### config.mk
export PLATFORM = sky130hd
export DESIGN_NAME = joystick_sampler
export DESIGN_NICKNAME = d
export VERILOG_FILES = /design/src/rtl/joystick_sampler.sv
export SDC_FILE = /design/constraint.sdc
export NUM_CORES = 1
export LEC_CHECK = 0
export CAP_MARGIN = 30
export CORE_MARGIN = 3
export CORE_UTILIZATION = 56
export CTS_BUF_LIST = sky130_fd_sc_hd__clkbuf_8 sky130_fd_sc_hd__clkbuf_16
export CTS_CLUSTER_DIAMETER = 100
export CTS_CLUSTER_SIZE = 14
export DETAILED_ROUTE_END_ITERATION = 7
export PLACE_DENSITY = 0.8
export SYNTH_ARGS = -nofsm -noshare
export SYNTH_HDL_FRONTEND = slang
export SYNTH_SLANG_ARGS = --single-unit
### constraint.sdc
create_clock -name clk -period 5.88 [get_ports clk]
set_input_delay 0.882 -clock clk [delete_from_list [all_inputs] [get_ports clk]]
set_output_delay 0.882 -clock clk [all_outputs]
set_load 0.05 [all_outputs]
### src/rtl/joystick_sampler.sv
// Joystick sampling front end: periodic ADC requests, box-car averaging,
// center offset removal, deadzone direction decode.
module joystick_sampler #(
  parameter int SAMPLE_PERIOD = 50000,
  parameter int AVG_LOG2      = 2,
  parameter int CENTER        = 512,
  parameter int DEADZONE      = 64,
  parameter int TIMEOUT       = 255
) (
  input  logic        clk,
  input  logic        rst,
  input  logic        enable,
  output logic        adc_start,
  input  logic [9:0]  x_in,
  input  logic [9:0]  y_in,
  input  logic        in_valid,
  output logic [9:0]  x_avg,
  output logic [9:0]  y_avg,
  output logic [10:0] x_off,
  output logic [10:0] y_off,
  output logic [3:0]  dir,
  output logic        out_valid,
  output logic        timeout_err,
  output logic        overrun
);

  localparam int PCNT_W = $clog2(SAMPLE_PERIOD);
  localparam int TOUT_W = $clog2(TIMEOUT + 1);
  localparam int ACC_W  = 10 + AVG_LOG2;
  localparam int CNT_W  = AVG_LOG2 + 1;

  localparam logic [PCNT_W-1:0] PCNT_LAST = PCNT_W'(SAMPLE_PERIOD - 1);
  localparam logic [TOUT_W-1:0] TOUT_LAST = TOUT_W'(TIMEOUT);
  localparam logic [CNT_W-1:0]  CNT_LAST  = CNT_W'((1 << AVG_LOG2) - 1);
  localparam logic signed [10:0] CENTER_S = 11'(CENTER);
  localparam logic signed [10:0] DZ_POS   = 11'(DEADZONE);
  localparam logic signed [10:0] DZ_NEG   = 11'(-DEADZONE);

  localparam logic [1:0] ST_IDLE = 2'd0;
  localparam logic [1:0] ST_WAIT = 2'd1;
  localparam logic [1:0] ST_BUSY = 2'd2;
  localparam logic [1:0] ST_CALC = 2'd3;

  logic [1:0]        state_reg;
  logic [PCNT_W-1:0] pcnt_reg;
  logic [TOUT_W-1:0] tout_reg;
  logic [CNT_W-1:0]  cnt_reg;
  logic              calc_phase_reg;
  logic              out_valid_reg;
  logic [3:0]        dir_reg;

  logic tick;
  logic accept;
  logic calc_load;
  logic win_clear;

  // The tick is the wrap cycle of the period counter; it is never deferred.
  assign tick        = enable && (state_reg != ST_IDLE) && (pcnt_reg == PCNT_LAST);
  assign adc_start   = tick && (state_reg == ST_WAIT);
  assign overrun     = tick && ((state_reg == ST_BUSY) || (state_reg == ST_CALC));
  assign accept      = enable && (state_reg == ST_BUSY) && in_valid;
  assign timeout_err = enable && (state_reg == ST_BUSY) && !in_valid && (tout_reg == TOUT_LAST);
  assign calc_load   = enable && (state_reg == ST_CALC) && !calc_phase_reg;
  assign win_clear   = !enable || ((state_reg == ST_CALC) && calc_phase_reg);

  logic [9:0] samp [2];
  assign samp[0] = x_in;
  assign samp[1] = y_in;

  genvar gi;
  generate
    for (gi = 0; gi < 2; gi++) begin : g_axis
      logic [ACC_W-1:0]   acc_reg;
      logic [9:0]         avg_reg;
      logic [10:0]        off_reg;
      logic [9:0]         avg_w;
      logic signed [10:0] off_w;
      logic               pos_w;
      logic               neg_w;

      assign avg_w = 10'(acc_reg >> AVG_LOG2);
      assign off_w = $signed({1'b0, avg_w}) - CENTER_S;
      assign pos_w = off_w > DZ_POS;
      assign neg_w = off_w < DZ_NEG;

      always_ff @(posedge clk or posedge rst) begin
        if (rst) begin
          acc_reg <= '0;
          avg_reg <= '0;
          off_reg <= '0;
        end else begin
          if (win_clear) begin
            acc_reg <= '0;
          end else if (accept) begin
            acc_reg <= acc_reg + ACC_W'(samp[gi]);
          end
          if (calc_load) begin
            avg_reg <= avg_w;
            off_reg <= off_w;
          end
        end
      end
    end
  endgenerate

  always_ff @(posedge clk or posedge rst) begin
    if (rst) begin
      state_reg      <= ST_IDLE;
      pcnt_reg       <= '0;
      tout_reg       <= '0;
      cnt_reg        <= '0;
      calc_phase_reg <= 1'b0;
      out_valid_reg  <= 1'b0;
      dir_reg        <= '0;
    end else begin
      out_valid_reg <= calc_load;
      if (calc_load) begin
        dir_reg <= {g_axis[1].pos_w, g_axis[1].neg_w, g_axis[0].neg_w, g_axis[0].pos_w};
      end
      if (!enable) begin
        state_reg      <= ST_IDLE;
        pcnt_reg       <= '0;
        tout_reg       <= '0;
        cnt_reg        <= '0;
        calc_phase_reg <= 1'b0;
      end else begin
        pcnt_reg <= (pcnt_reg == PCNT_LAST) ? '0 : pcnt_reg + 1'b1;
        case (state_reg)
          ST_IDLE: state_reg <= ST_WAIT;
          ST_WAIT: begin
            if (tick) begin
              state_reg <= ST_BUSY;
              tout_reg  <= TOUT_W'(1);
            end
          end
          ST_BUSY: begin
            // A result landing on the timeout cycle still wins.
            if (in_valid) begin
              cnt_reg        <= cnt_reg + 1'b1;
              calc_phase_reg <= 1'b0;
              state_reg      <= (cnt_reg == CNT_LAST) ? ST_CALC : ST_WAIT;
            end else if (tout_reg == TOUT_LAST) begin
              state_reg <= ST_WAIT;
            end else begin
              tout_reg <= tout_reg + 1'b1;
            end
          end
          ST_CALC: begin
            if (!calc_phase_reg) begin
              calc_phase_reg <= 1'b1;
            end else begin
              calc_phase_reg <= 1'b0;
              cnt_reg        <= '0;
              state_reg      <= ST_WAIT;
            end
          end
          default: state_reg <= ST_IDLE;
        endcase
      end
    end
  end

  assign x_avg     = g_axis[0].avg_reg;
  assign y_avg     = g_axis[1].avg_reg;
  assign x_off     = g_axis[0].off_reg;
  assign y_off     = g_axis[1].off_reg;
  assign dir       = dir_reg;
  assign out_valid = out_valid_reg;

endmodule

# ---- After elaboration in Yosys (flattened, before gate mapping)
# Cells that the tools add are included.
dict set report classes {
  n_addsub 7
  order_cmp 4
  n_eq_ne 14
  n_mux 26
  reduce_logical 23
}
# op count
set ops {}
lappend ops {{12-bit 2-to-1 mux} 4}
lappend ops {{16-bit 2-to-1 mux} 2}
lappend ops {{8-bit 2-to-1 mux} 4}
lappend ops {{12-bit by 10-bit adder with 12-bit output} 2}
lappend ops {{11-bit by 8-bit > comparator with 1-bit output, second input constant} 2}
lappend ops {{11-bit by 7-bit < comparator with 1-bit output, second input constant} 2}
lappend ops {{10-bit by 10-bit subtractor with 11-bit output, second input constant} 2}
lappend ops {{16-bit by 1-bit adder with 16-bit output, second input constant} 1}
lappend ops {{16-bit == test, second input constant} 1}
lappend ops {{8-bit one-hot mux with 2 select lines} 1}
lappend ops {{3-bit inequality test, second input constant} 5}
lappend ops {{2-bit 2-to-1 mux} 6}
lappend ops {{1-bit logical AND} 11}
lappend ops {{3-bit 2-to-1 mux} 3}
lappend ops {{8-bit by 1-bit adder with 8-bit output, second input constant} 1}
lappend ops {{8-bit == test, second input constant} 1}
lappend ops {{2-bit one-hot mux with 4 select lines} 1}
lappend ops {{3-bit by 1-bit inequality test with 1-bit output, second input constant} 2}
lappend ops {{3-bit one-hot mux with 2 select lines} 1}
lappend ops {{3-bit AND reduction} 2}
lappend ops {{2-bit == test, second input constant} 2}
lappend ops {{4-bit by 3-bit inequality test with 1-bit output, second input constant} 1}
lappend ops {{4-bit AND reduction} 1}
lappend ops {{2-bit nonzero test} 2}
lappend ops {{9 further kinds} 14}
dict set report word_totals {
  register_bits 101
  out_inout_bits 50
}

# ---- Longest topological paths before layout
# Gate-level depths: netlist of run 1.
dict set report logic_depth {
  ltp_word 6
  mapped_depth 8
  mapped_depth_nobuf 7
}

# ---- Least setup slack after synthesis of run 1
# OpenSTA, ideal clock, no wires.
dict set report synth_timing {
  path_type {in2out}
  from {input port enable}
  to {output port timeout_err}
  arrival_ps 2691
  slack_ps 2307
  stages 3
  path_cell_list {buf_2 > nand2_1 > nor4_1}
}
dict set report synth_via {
  elab_chain_len 3
}
# item line
set synth_lines {}
lappend synth_lines {{from (decl)} 12} ;# input logic enable,
lappend synth_lines {{1-bit logical AND (3 in series)} 62} ;# assign timeout_err = enable && (state_reg == ST_BUSY) && !in_valid && (tout_reg == TOUT_LAST);
lappend synth_lines {{to (decl)} 23} ;# output logic timeout_err,
# Every way passes these cells.

# ---- Worst setup path after layout of run 1
# Same ends and word-level chain as after synthesis.

==> results of run 1 <==
## cell type report
cell class	instances	share of cell area, %
multi-input cells	384	43.5
flip-flops and latches	81	35.8
repair buffers	75	13.5
clock buffers	10	2.43
well taps	105	2.32
clock inverters	6	1.46
inverters	14	0.950
## how the worst min path moves through the flow
stage,startpoint,endpoint,cells after the start
3_3_place_gp,pcnt_reg[0],pcnt_reg[0],1
3_5_place_dp,pcnt_reg[0],pcnt_reg[0],1
5_1_grt,pcnt_reg[0],pcnt_reg[0],1
6_report,pcnt_reg[0],pcnt_reg[0],1
4_1_cts,pcnt_reg[0],pcnt_reg[0],1
2_1_floorplan,pcnt_reg[0],pcnt_reg[0],1
## critical path, delay by kind of cell
kind | cells | cell delay [ns]
simple gates | 2 | 0.59
buf+inv | 2 | 1.73
## layout by cell type, fill, tap and decap left out, drive strengths merged, types with 3 or more instances in the layout
cell           Yosys  layout
nand2            109     109
dfrtp             81      81
clkdlybuf4s50      0      73
nor2              30      30
ha                28      28
o21ai             27      27
a21oi             23      23
inv               14      14
xnor2             14      14
nand3             13      13
o31ai             11      11
clkbuf            10      10
a21o               9       9
xor2               9       9
nor3               8       8
nand4              8       8
or3                7       7
a31oi              6       6
o211ai             6       6
nand2b             5       5
and3               5       5
a211oi             5       5
or2                4       4
o21bai             4       4
or4                4       4
clkinv             0       4
o2bb2ai            3       3
o41ai              3       3
and2               3       3
o311ai             3       3
nor4               3       3
a2111oi            3       3
## power by group
| group | internal [mW] | switching (mW) |
|---|---|---|
| combinational | 0.112 | 0.204 |
| sequential | 0.587 | 0.0261 |
| clock | 0.249 | 0.200 |
| total | 0.947 | 0.430 |
## per-stage QoR
stage          power, mW  setup slack (ns)  utilization (%)
6_report            1.38              1.79             68.6
5_1_grt             1.44              1.69             68.6
4_1_cts             1.39              1.80             68.6
3_5_place_dp       0.940              1.80             65.9
3_3_place_gp       0.930              1.84             65.6
2_1_floorplan      0.849              2.31                -
## routing by layer
metal,GRT usage [%],up-vias,share of wire (%)
li1,-,1916,-
met1,28.7,1943,43
met2,38.7,100,51
met3,5.43,14,4.5
met4,6.83,0,1.3
met5,0,-,0
## kinds of logic after synthesis
family | share of synthesized area, %
muxes | 0.655
buffers and inverters | 5.90
AOI/OAI and AO/OA | 17.8
and+or+nand+nor | 20.8
DFF | 42.5
adders and majority gates | 8.18
xor gates and xnor gates | 4.22
==> qor.txt, run 1 <==
Status: finished, final reports clean
Crit end category: output pin
Die extent in x: 98.3 um
Postcts setup bufs: 0
First-pass GRT wire length: 18300 um
Top cell by count, worst path: clkdlybuf4s50_1
Largest net degree at the start of global routing: 71
Synthesized area per cell: 9.25 um^2
Post-route ant nets: 0
Cell Area, Synth: 0.00477 mm^2
Final period util: 69.6%
Max incr delay on CP: 0.88 ns
Number of synthesized flops with an enable pin: 0
Vias in the first global route: 3973
Register area: 0.00203 mm^2
Final TNS setup: 0 ns
Antenna diodes: 0
I/O pin count: 74
CTS max path bufs: 2
Syn nets: 570
Worst Setup Path Type: in2out
P&R area growth vs syn: 18.6%
Count leader, synth: nand2_1
Pre-antenna DRT Iters: 4
Seq cells post-synth: 81
Top cells by count, synth: 108 x nand2_1, 81 x dfrtp_1, 30 x nor2_1
Critical path startpoint: enable
Fin Hold WS: 0.463 ns
DR WL/cell: 15.7 um
CTS hold repair buffers: 0
R2r startpoint: state_reg[0]
Asr flop ratio synth: 100%
CTS tree: built
Non-Filler Cell Area, Final: 0.00566 mm^2
Max Cap Viol: 0
Worst-Skew Late Latency: 0.35 ns
Reg2reg setup slack: 3.03 ns
Layout cells sized above 1: 6.49%
PwrDens: 243 mW/mm^2
Yosys warnings: 0
Fillers: 676
Largest cells by area after synthesis: dfrtp_1 42%, nand2_1 8.5%, ha_1 7.3%, buf_4 3.1%, o21ai_0 2.7%
Worst endpoint data arrival time: 3.21 ns
VDD IR max: 0.113 mV
CTS sink count: 81
Max Fclk: 0.244 GHz
Seq/Total Area, Yosys: 42.5%
Final slew viol count: 0
Number of gates resized after CTS: 0
Cell Rows: 33
Detailed placer's ending HPWL: 7700 um
Setup violators final: 0
Placer congestion estimate: 0.880
Worst reg2reg path depth: 7
CTS Buf Count: 9
Clock Root Buffer: clkbuf_8
Initial Util: 57.8%
Die height: 98.3 um
Post-synth top flop: dfrtp_1
Max FO, Critical Path: 20
Synth unique cells: 62
Crit-path cells: clkdlybuf4s50_1 > nand2_1 > nor4_1 > clkdlybuf4s50_1
Worst setup path endpoint: timeout_err
R2r endpoint: g_axis[1].acc_reg[10]
Total core area: 0.00826 mm^2
Vias after detailed routing: 3973
Cell count after placement: 659
Total track usage: 22.7%
Lkg Pwr: 2.59 nW
Finished Layout Cells: 675
H-tree levels: 3
CP max-delay cell: clkdlybuf4s50_1
RSZ-0062 raised after global routing: no
CP Launch Type: input pin
Slew headroom: 40.9%
Hold Crit Class: reg2reg
Clock Pin Slew Worst Setup and Hold Paths: 0.08 ns
Initial antenna violation count: 0
Hold Vio Cnt, Final: 0
Share of the synthesized area in the top cell type: 42.5%
Initial DRC count: 176
Crit path time final: 4.09 ns
Post-Synthesis Cells: 516
DRT Wirelength: 10600 um
Worst-Margin Slew: 0.887 ns
Area of the multi-input gates: 0.00246 mm^2
DRC errors left: 0
Synth area leader: dfrtp_1
Area after DPL: 0.00544 mm^2
Max FFs per register: 24
WP data required: 5.00 ns
Die area: 0.00966 mm^2
Clock skew: 0.00918 ns
Layout Nets: 619
Vias per inst: 5.89
GRT overflow: 0
Quantity of I/O buffers inserted on ports: 73
Power figures use the tool's default switching activity.
==> run 2: changes to the inputs <==
--- a/config.mk
+++ b/config.mk
@@ -7,12 +7,12 @@
 export LEC_CHECK = 0
 export CAP_MARGIN = 30
 export CORE_MARGIN = 3
-export CORE_UTILIZATION = 56
+export CORE_UTILIZATION = 49
 export CTS_BUF_LIST = sky130_fd_sc_hd__clkbuf_8 sky130_fd_sc_hd__clkbuf_16
 export CTS_CLUSTER_DIAMETER = 100
 export CTS_CLUSTER_SIZE = 14
 export DETAILED_ROUTE_END_ITERATION = 7
-export PLACE_DENSITY = 0.8
+export PLACE_DENSITY = 0.74
 export SYNTH_ARGS = -nofsm -noshare
 export SYNTH_HDL_FRONTEND = slang
 export SYNTH_SLANG_ARGS = --single-unit
==> constraint.sdc (replaced) <==
create_clock -name clk -period 3.3 [get_ports clk]
set_input_delay 0.495 -clock clk [delete_from_list [all_inputs] [get_ports clk]]
set_output_delay 0.495 -clock clk [all_outputs]
set_load 0.05 [all_outputs]
==> run 2 against run 1 <==
Effect of this change: global-route usage shrank 2.1 points; cell count up 4.3%; sequential power is 79% higher; flip-flop and latch count unchanged; via count is 1.9% lower; cell area is 0.82% higher; critical path type is now reg2out; total power increased by 75%; first-iteration DRC count is 6.8% higher; highest routed layer unchanged.
==> qor.txt, run 2 (synthesis gave the netlist of run 1 again) <==
Crit path time final: 2.85 ns
Number of gates resized after CTS: 0 (unchanged)
Worst-Margin Slew: 0.670 ns (-0.217 ns)
R2r startpoint: g_axis[1].acc_reg[0]
CTS tree: built
Max Cap Viol: 0 (unchanged)
Quantity of I/O buffers inserted on ports: 73 (unchanged)
Hold Crit Class: reg2reg
Most frequent cells in the layout: 108 x nand2_1, 81 x dfrtp_1, 70 x clkdlybuf4s50_1, 30 x nor2_1, 28 x ha_1
Reg2reg setup slack: 0.83 ns (-2.20 ns)
CP Launch Type: register
DR WL/cell: 15.2 um (-3.1%)
Total core area: 0.00937 mm^2 (+13%)
Max FFs per register: 24 (unchanged)
VDD IR max: 0.218 mV (+92%)
Largest net degree at the start of global routing: 37 (-48%)
Final TNS setup: 0 ns (unchanged)
RSZ-0062 raised after global routing: no
CTS Buf Count: 9 (unchanged)
Clock Pin Slew Worst Setup and Hold Paths: 0.09 ns (about the same)
Total chip power: 2.41 mW (+75%)
Initial Util: 50.9% (-6.9 points)
Worst Setup Path Type: reg2out
Antenna diodes: 0 (unchanged)
R2r endpoint: g_axis[1].acc_reg[8]
Layout Nets: 624 (+0.81%)
P&R area growth vs syn: 19.6%
CTS sink count: 81 (unchanged)
Crit end category: output pin
Slew headroom: 55.3% (+14 points)
Critical path startpoint: state_reg[0]
Worst reg2reg path depth: 7 (unchanged)
Initial DRC count: 188 (+6.8%)
Cell Rows: 35 (+6.1%)
Die area: 0.0110 mm^2 (+13%)
Total track usage: 20.6% (-2.1 points)
Placer congestion estimate: 0.936 (+6.4%)
Max FO, Critical Path: 13 (-35%)
Initial antenna violation count: 0 (unchanged)
Vias after detailed routing: 3899 (-1.9%)
Vias in the first global route: 3937 (-0.91%)
Final slew viol count: 0 (unchanged)
Worst-Skew Late Latency: 0.35 ns (about the same)
Detailed placer's ending HPWL: 8040 um (+4.4%)
WP data required: 2.80 ns (-2.20 ns)
Clock skew: 0.0106 ns (+0.00139 ns)
Post-route ant nets: 0 (unchanged)
Non-Filler Cell Area, Final: 0.00571 mm^2 (+0.82%)
Hold Vio Cnt, Final: 0 (unchanged)
Die extent in x: 105 um (+6.5%)
DRT Wirelength: 10700 um (+1.1%)
Final setup margin: 0.453 ns (-1.33 ns)
Postcts setup bufs: 0 (unchanged)
Final period util: 86.3%
Status: finished, final reports clean
Lkg Pwr: 2.60 nW (+0.48%)
Die height: 105 um (+6.5%)
PwrDens: 421 mW/mm^2 (+73%)
GRT overflow: 0 (unchanged)
Vias per inst: 5.54 (-5.9%)
Pre-antenna DRT Iters: 5 (+1)
Area after DPL: 0.00551 mm^2 (+1.2%)
Setup violators final: 0 (unchanged)
Setup WS pre-CTS: 0.347 ns (-1.46 ns)
Max Fclk: 0.351 GHz
I/O pin count: 74 (unchanged)
CTS max path bufs: 2 (unchanged)
Worst setup path endpoint: timeout_err
DRC errors left: 0 (unchanged)
Worst endpoint data arrival time: 2.35 ns (-0.86 ns)
Clock Root Buffer: clkbuf_8
First-pass GRT wire length: 18900 um (+3.0%)
CTS hold repair buffers: 0 (unchanged)
Commonest non-fill, non-tap cell in the layout: nand2_1
Layout cells sized above 1: 8.00% (+1.5 points)
Fin Hold WS: 0.470 ns (+0.00783 ns)
H-tree levels: 3 (unchanged)
[run 2: changes by cell type in the layout (fill, tap and decap cells not counted), sizes merged]
cell / change
inv: +1
bufinv: -1
clkinvlp: +1
clkbuf: -1
clkdlybuf4s50: -3
buf: +8
[run 2: through the flow]
stage	std cells	utilization, %
6_report	704	60.9
5_1_grt	704	60.9
4_1_cts	704	60.9
3_5_place_dp	688	58.8
3_3_place_gp	688	58.8
2_1_floorplan	516	-
[run 2: final cells by class]
| class | count | area (um^2) |
|---|---|---|
| fillers | 813 | 3660 |
| clock buffers | 9 | 124 |
| flip-flops and latches | 81 | 2030 |
| repair buffers | 80 | 801 |
| clock inverters | 7 | 77.6 |
| inverters | 14 | 53.8 |
| well taps | 129 | 161 |
| multi-input cells | 384 | 2460 |
[run 2: report_power, final]
group | leakage [nW] | internal [mW] | switching, mW
clock | 0.100 | 0.356 | 0.389
combinational | 1.38 | 0.200 | 0.365
sequential | 1.11 | 1.05 | 0.0490
[run 2: layer usage]
metal	up-vias	share of wire [%]	GRT usage [%]
met5	-	0	0
met4	0	0.74	4.87
met3	8	4.0	4.45
met2	77	50	34.8
met1	1894	45	27.2
li1	1920	-	-
[run 2: how the worst min path moves through the flow]
| stage | startpoint | end | slack [ns] | depth (start not counted) |
|---|---|---|---|---|
| floorplan | pcnt_reg[0] | pcnt_reg[0] | 0.43 | 1 |
| global placement | pcnt_reg[0] | pcnt_reg[0] | 0.45 | 1 |
| detailed placement | pcnt_reg[0] | pcnt_reg[0] | 0.45 | 1 |
| CTS | pcnt_reg[0] | pcnt_reg[0] | 0.47 | 1 |
| global route | pcnt_reg[0] | pcnt_reg[0] | 0.50 | 1 |
| finish | pcnt_reg[0] | pcnt_reg[0] | 0.47 | 1 |
[run 2: critical path, stage by stage, from the launching register on]
cell	delay, ns
dfrtp_1	0.44
inv_1	0.10
ha_1	0.45
nand2_1	0.30
nor4_1	0.49
buf_12	0.21
==> run 3: changes to the inputs <==
--- a/config.mk
+++ b/config.mk
@@ -6,13 +6,16 @@
 export NUM_CORES = 1
 export LEC_CHECK = 0
 export CAP_MARGIN = 30
+export CELL_PAD_IN_SITES_DETAIL_PLACEMENT = 1
+export CELL_PAD_IN_SITES_GLOBAL_PLACEMENT = 1
 export CORE_MARGIN = 3
-export CORE_UTILIZATION = 49
+export CORE_UTILIZATION = 37
 export CTS_BUF_LIST = sky130_fd_sc_hd__clkbuf_8 sky130_fd_sc_hd__clkbuf_16
 export CTS_CLUSTER_DIAMETER = 100
 export CTS_CLUSTER_SIZE = 14
 export DETAILED_ROUTE_END_ITERATION = 7
-export PLACE_DENSITY = 0.74
+export PLACE_DENSITY = 0.73
+export SETUP_SLACK_MARGIN = 0.4
 export SYNTH_ARGS = -nofsm -noshare
 export SYNTH_HDL_FRONTEND = slang
 export SYNTH_SLANG_ARGS = --single-unit
==> run 3 against run 2 <==
Effect of this change: core utilization down 13 points; flip-flop and latch count unchanged; non-clock buffer count up 1; critical path type unchanged.
==> qor.txt, run 3 (synthesis gave the netlist of run 1 again) <==
VDD IR max: 0.179 mV (-18%)
Setup WS pre-CTS: 0.312 ns (-0.0344 ns)
CTS Buf Count: 9 (unchanged)
Layout Nets: 625 (+0.16%)
Finished Layout Cells: 744 (+5.7%)
Lkg Pwr: 2.64 nW (+1.8%)
Antenna diodes: 0 (unchanged)
Met3 wire len: 331 um (-22%)
Wire length on met1: 5590 um (+15%)
DRT Wirelength: 12400 um (+15%)
I/O pin count: 74 (unchanged)
Die extent in x: 120 um (+14%)
Final slew viol count: 0 (unchanged)
Vias per inst: 5.30 (-4.3%)
Post-route ant nets: 0 (unchanged)
First-pass GRT wire length: 21200 um (+12%)
Die area: 0.0143 mm^2 (+30%)
Max incr delay on CP: 0.45 ns (-0.04 ns)
H-tree levels: 3 (unchanged)
Max Fclk: 0.379 GHz (+8.0%)
Placer congestion estimate: 0.787 (-16%)
Worst-Skew Late Latency: 0.34 ns (about the same)
DR WL/cell: 16.6 um (+9.2%)
RSZ-0062 raised after global routing: no
Worst Setup Path Type: reg2out
P&R area growth vs syn: 22.6%
CTS hold repair buffers: 0 (unchanged)
DRC errors left: 0 (unchanged)
Die height: 120 um (+14%)
Postcts setup bufs: 0 (unchanged)
Total track usage: 18.2% (-2.4 points)
Status: finished, final reports clean
Max FFs per register: 24 (unchanged)
Most frequent cells in the layout: 108 x nand2_1, 81 x dfrtp_1, 70 x clkdlybuf4s50_1, 30 x nor2_1, 28 x ha_1
Setup violators final: 0 (unchanged)
Fin util: 47.5% (-13 points)
Cell count after placement: 728 (+5.8%)
Initial Util: 38.8% (-12 points)
CTS sink count: 81 (unchanged)
Cell Rows: 40 (+14%)
Top Metal Used: met4
CTS max path bufs: 2 (unchanged)
Hold Crit Class: reg2reg
Crit path time final: 2.64 ns (-0.210 ns)
Non-Filler Cell Area, Final: 0.00585 mm^2 (+2.5%)
Largest net degree at the start of global routing: 33 (-11%)
Crit end category: output pin
Clock Pin Slew Worst Setup and Hold Paths: 0.07 ns (-0.02 ns)
Initial DRC count: 227 (+21%)
Max FO, Critical Path: 13 (unchanged)
Commonest non-fill, non-tap cell in the layout: nand2_1
Vias in the first global route: 4159 (+5.6%)
Max Cap Viol: 0 (unchanged)
Area after DPL: 0.00556 mm^2 (+0.91%)
Clock skew: 0.00337 ns (-0.00720 ns)
Initial antenna violation count: 0 (unchanged)
Hold Vio Cnt, Final: 0 (unchanged)
Number of gates resized after CTS: 0 (unchanged)
Slew headroom: 57.6% (+2.3 points)
Detailed placer's ending HPWL: 9280 um (+15%)
CTS tree: built
Final period util: 79.9% (-6.4 points)
Vias after detailed routing: 3942 (+1.1%)
Quantity of I/O buffers inserted on ports: 73 (unchanged)
DR WL met2: 6320 um (+18%)
Final setup margin: 0.664 ns (+0.210 ns)
GRT overflow: 0 (unchanged)
Final TNS setup: 0 ns (unchanged)
Pre-antenna DRT Iters: 4 (-1)
CP max-delay cell: ha_1
WP data required: 2.80 ns (about the same)
Clock Root Buffer: clkbuf_16
CP Launch Type: register
PwrDens: 459 mW/mm^2 (+9.0%)
Layout cells sized above 1: 8.33% (+0.33 points)
Worst-Margin Slew: 0.636 ns (-0.0341 ns)
Total core area: 0.0123 mm^2 (+31%)
Worst endpoint data arrival time: 2.14 ns (-0.21 ns)
Crit-path cells: inv_1 > ha_1 > nand2_1 > nor4_2 > buf_12
==> run 3: cell count changes in the layout (fill, tap and decap cells not counted), sizes merged <==
cell / previous run / this run
clkinv: 4 / 5
buf: 10 / 11
inv: 15 / 14
==> run 3: metrics by stage <==
stage	power, mW	hold slack (ns)
floorplan	1.51	0.425
global placement	1.67	0.448
finish	2.69	0.461
CTS	2.72	0.465
global route	2.81	0.474
detailed placement	1.69	0.449
==> run 3: critical path: cells and delay by family, from the launching register on <==
| family | cells | cell delay, ns |
|---|---|---|
| fa+ha+maj | 1 | 0.45 |
| flops | 1 | 0.43 |
| buf+inv | 2 | 0.28 |
| simple gates | 2 | 0.63 |
==> run 3: per-layer routing <==
metal / vias up / global-route usage [%]
met5: - / 0
met4: 0 / 3.94
met3: 14 / 4.05
met2: 46 / 31.3
met1: 1967 / 23.5
li1: 1915 / -
==> run 3: report_power, final <==
group / switching [mW] / internal, mW
clock: 0.434 / 0.586
sequential: 0.0497 / 1.05
combinational: 0.371 / 0.199
total: 0.855 / 1.83
==> run 3: cell type report <==
| class | instances | area, um^2 |
|---|---|---|
| repair buffers | 81 | 796 |
| fillers | 1437 | 6460 |
| well taps | 168 | 210 |
| flip-flops and latches | 81 | 2030 |
| multi-input cells | 384 | 2470 |
| clock buffers | 9 | 225 |
| clock inverters | 7 | 70.1 |
| inverters | 14 | 53.8 |
==> run 3: path summary, 6_finish.rpt <==
kind,from,endpoint,slack (ns),cells past startpoint
worst max-delay path,state_reg[0],timeout_err,0.66,5
worst min-delay path,pcnt_reg[0],pcnt_reg[0],0.46,1
worst max register to register,g_axis[1].acc_reg[0],g_axis[1].acc_reg[10],0.86,7
worst min register to register,pcnt_reg[0],pcnt_reg[0],0.46,1
max in group asynchronous,rst,g_axis[0].acc_reg[3],2.00,3
min in group asynchronous,rst,pcnt_reg[0],0.52,2
